File: config.mk
export PLATFORM = sky130hd
export DESIGN_NAME = pipe_stage_reg
export DESIGN_NICKNAME = d
export VERILOG_FILES = /design/src/rtl/pipe_stage_reg.sv
export SDC_FILE = /design/constraint.sdc
export NUM_CORES = 1
export LEC_CHECK = 0
export CORE_AREA = 2 2 80 82
export CTS_CLUSTER_SIZE = 8
export DETAILED_ROUTE_END_ITERATION = 8
export DIE_AREA = 0 0 82 84
export GPL_TIMING_DRIVEN = 0
export PLACE_DENSITY = 0.84
export SYNTH_ARGS = -nofsm -noshare
export SYNTH_HDL_FRONTEND = slang
export SYNTH_SLANG_ARGS = --single-unit
File: constraint.sdc
create_clock -name clock -period 2.5 [get_ports clock]
set_input_delay 0.5 -clock clock [delete_from_list [all_inputs] [get_ports clock]]
set_output_delay 0.5 -clock clock [all_outputs]
set_load 0.005 [all_outputs]
File: src/rtl/pipe_stage_reg.sv
// Stall-able pipeline register with valid/ready handshake, a 2-entry skid buffer and
// a synchronous flush that replaces held payloads with a bubble instruction.
module pipe_stage_reg #(
  parameter int unsigned WIDTH        = 32,
  parameter logic [31:0] BUBBLE_VALUE = 32'h0000_0013
) (
  input  logic             clock,
  input  logic             reset_n,
  input  logic             in_valid,
  output logic             in_ready,
  input  logic [WIDTH-1:0] in_data,
  input  logic             stall,
  input  logic             flush,
  output logic             out_valid,
  input  logic             out_ready,
  output logic [WIDTH-1:0] out_data,
  output logic [1:0]       occupancy
);

  localparam logic [WIDTH-1:0] BUBBLE = WIDTH'(BUBBLE_VALUE);

  typedef enum logic [1:0] {
    EMPTY = 2'b00,
    FULL  = 2'b10,
    SKID  = 2'b11
  } state_e;

  logic             skid_valid;
  logic [WIDTH-1:0] skid_data;

  logic             out_valid_nxt;
  logic             skid_valid_nxt;
  logic [WIDTH-1:0] out_data_nxt;
  logic [WIDTH-1:0] skid_data_nxt;

  state_e state;
  logic   in_fire;
  logic   out_fire;

  // in_ready looks only at registered state and stall, so no combinational
  // path runs from out_ready back to the upstream stage.
  assign in_ready = !skid_valid && !stall;
  assign in_fire  = in_valid && in_ready;
  assign out_fire = out_valid && out_ready && !stall;
  assign state    = state_e'({out_valid, skid_valid});

  // NOTE: every output of this block is given a default first, so no path
  // leaves a signal unassigned and no latch is inferred.
  always_comb begin
    out_valid_nxt  = out_valid;
    skid_valid_nxt = skid_valid;
    out_data_nxt   = out_data;
    skid_data_nxt  = skid_data;
    if (flush) begin
      // A handshake accepted in the flush cycle is swallowed with the rest.
      out_valid_nxt  = 1'b0;
      skid_valid_nxt = 1'b0;
      out_data_nxt   = BUBBLE;
    end else if (!stall) begin
      unique case (state)
        EMPTY: begin
          if (in_fire) begin
            out_data_nxt  = in_data;
            out_valid_nxt = 1'b1;
          end
        end
        FULL: begin
          if (in_fire && out_fire) begin
            out_data_nxt = in_data;
          end else if (in_fire) begin
            skid_data_nxt  = in_data;
            skid_valid_nxt = 1'b1;
          end else if (out_fire) begin
            out_valid_nxt = 1'b0;
            out_data_nxt  = BUBBLE;
          end
        end
        SKID: begin
          if (out_fire) begin
            out_data_nxt   = skid_data;
            skid_valid_nxt = 1'b0;
          end
        end
        default: ;
      endcase
    end
  end

  // NOTE: state registers use non-blocking assignments so every flop samples
  // the pre-edge values regardless of block ordering in simulation.
  always_ff @(posedge clock or negedge reset_n) begin
    if (!reset_n) begin
      out_valid  <= 1'b0;
      skid_valid <= 1'b0;
      out_data   <= BUBBLE;
      skid_data  <= '0;
      occupancy  <= 2'd0;
    end else begin
      out_valid  <= out_valid_nxt;
      skid_valid <= skid_valid_nxt;
      out_data   <= out_data_nxt;
      skid_data  <= skid_data_nxt;
      occupancy  <= {1'b0, out_valid_nxt} + {1'b0, skid_valid_nxt};
    end
  end

endmodule

==> summary.txt <==
Outcome = finished clean
Power per standard cell area = 624 nW/um^2
Arr. time, crit path = 1680 ps
Worst setup EP type = output pin
Area Overhead vs Synth = 32.9%
I/O pins = 74
Max Cap Viol = 0
Core area = 6100 sq um
Post-CTS Hold Buffers = 0
Post-Synthesis Net Count = 235
Die area = 6890 sq um
Final Power = 2550 uW
Starting Density = 50.4%
GRT overflow = 0
Max Transition Viols Final = 0
Logic pwr share = 15.6%
Min cycle time layout = 2180 ps
HPWL Detailed = 4250 microns
Final cycle utilization of the critical path = 87.1%
Commonest non-fill, non-tap cells in the layout = clkdlybuf4s50_1 (72), dfrtp_1 (65), mux2_4 (30), mux2i_1 (29), o2bb2ai_1 (25)
Post-cts sizing count = 0
Iteration-0 DRC Markers = 28
TritonCTS Buffers = 9
Residual DRC = 0
Count of final setup violators = 0
Vias = 1,948
Critical path type = input pin to output pin
Pre-Repair DR Iteration Count = 4
Avg Inst Size Synth = 15.7 sq um
Final core occ = 67.0%
CTS root buf = clkbuf_8
Sequential power share = 50.9%
DIE HEIGHT = 84 microns
H-tree depth = 3
Worst slew margin = 44.0%
Most common cell after layout, fill and taps aside = clkdlybuf4s50_1
# port buffers = 73
Psw = 595 uW
Maximum clock rate = 0.459 GHz
Routed len/inst = 17.0 microns
CTS Sinks = 68
Fin nets = 319
#FFs+latches synth = 68
Startpoint Class = input pin
Worst path required time = 2000 ps
Setup repair bufs after CTS = 0
Synth unique cells = 28
Antenna violations before repair = 0
Placed Area = 3900 sq um
GPL Wtd Cong = 0.733
Clk_skew = 9.85 ps
Vias in the first global route = 2,102
Final wirelength = 6150 microns
Sw Share = 23.4%
Clk pwr share = 33.5%
Fin Setup TNS = 0 ps
Lkg Pwr = 0.00207 uW
Synth Instances = 196
RSZ-0062 raised after global routing = false
Avg Vias per Cell = 5.38
Crit Path Max Fanout = 4
Sequential area share after synthesis = 55.5%
Diode count = 0
Share of cells above drive strength 1 = 26.0%
Hold Vio Cnt, Final = 0
Longest Clk Path Bufs = 2
First-pass GRT wire length = 10,100 microns
Standard-cell rows = 29
Worst VDD drop = 0.000352 V
Post-layout instance area = 4080 sq um
Worst-Margin Slew = 840 ps
Synth warn = 0
Tot GR Track Use = 19.2%
Pint = 1950 uW
Post-Synthesis Cell Area = 3070 sq um
Clock transition at path regs = 80 ps
R2R Setup Slk = 780 ps
Worst-Skew Late Latency = 330 ps
CTS tree = done
Worst min-delay path category = input pin to asynchronous set/reset pin
Final ANT Viol Nets = 0
Largest net degree at the start of global routing = 69
Die width = 82 microns
==> cells by family (layout without fill, tap and decap cells) <==
logic type / after synthesis / after routing / share of synthesized area [%]
fa+ha+maj: 1 / 1 / 0.407
simple gates: 10 / 10 / 2.28
compound gates: 37 / 37 / 12.0
mux: 64 / 64 / 25.9
buf+inv: 16 / 105 / 3.87
flops: 68 / 68 / 55.5
==> cells in the mapped netlist (all sizes together) <==
cell type / count / area [sq um]
a311oi: 1 / 26.3
dfstp: 3 / 78.8
nor3: 2 / 15.0
and2: 1 / 6.26
o2bb2ai: 29 / 279
a21oi: 1 / 5.00
o221ai: 1 / 15.0
a21bo: 1 / 10.0
clkbuf: 2 / 7.51
nor2: 3 / 13.8
dfrtp: 65 / 1630
buf: 10 / 96.4
a2bb2oi: 3 / 26.3
mux2: 35 / 507
and3b: 1 / 12.5
a31oi: 1 / 6.26
mux2i: 29 / 290
nand4: 1 / 12.5
ha: 1 / 12.5
nand2: 2 / 10.0
inv: 4 / 15.0
==> critical path: stages <==
cell,delay [ps]
clkdlybuf4s50_1,460
nor2_1,180
clkdlybuf4s50_1,530
==> power by group through the flow <==
stage               logic, uW  clock network [uW]  registers (uW)
floorplan                 217                   0            1300
global placement          393                   0            1310
detailed placement        403                   0            1310
CTS                       405                 873            1300
global route              431                 930            1310
finish                    398                 853            1300
==> sequential cells by signal, indices dropped and copies added, names as in the netlist <==
signal / flops
out_valid: 1
skid_valid: 1
occupancy: 2
skid_data: 32
out_data: 32
==> layer usage <==
metal	vias up	GRT usage [%]	wire (microns)	share of wire (%)
li1	896	-	-	-
met1	990	26.6	2820	46
met2	49	29.2	2960	48
met3	13	3.35	209	3.4
met4	0	8.94	158	2.6
met5	-	0	0	0
==> layout make-up <==
class	instances	area, sq um
plain buffers	12	104
clock buffers	12	135
clock inverters	4	51.3
fillers	454	2010
inverters	4	15.0
multi-input cells	112	1250
flip-flops and latches	68	1710
well taps	77	96.3
repair buffers	73	728
==> worst paths after layout <==
check / depth (start not counted) / start / to
min in group clock: 2 / out_data[0] / out_data[0]
max reg2reg: 4 / out_valid / out_data[26]
min: 1 / reset_n / out_data[12]
max: 3 / stall / in_ready
max in group asynchronous: 1 / reset_n / out_data[17]
min reg2reg: 2 / out_data[0] / out_data[0]
==> metrics by stage <==
| stage | cells | worst slack (ps) | hold WS, ps |
|---|---|---|---|
| after floorplan | 196 | 1030 | 204 |
| after global placement | 346 | -1310 | 450 |
| after detailed placement | 346 | 258 | 453 |
| after CTS | 362 | 312 | 295 |
| after global routing | 362 | 263 | 322 |
| final | 362 | 323 | 271 |
Note: power is estimated with default switching activity, not from simulation.
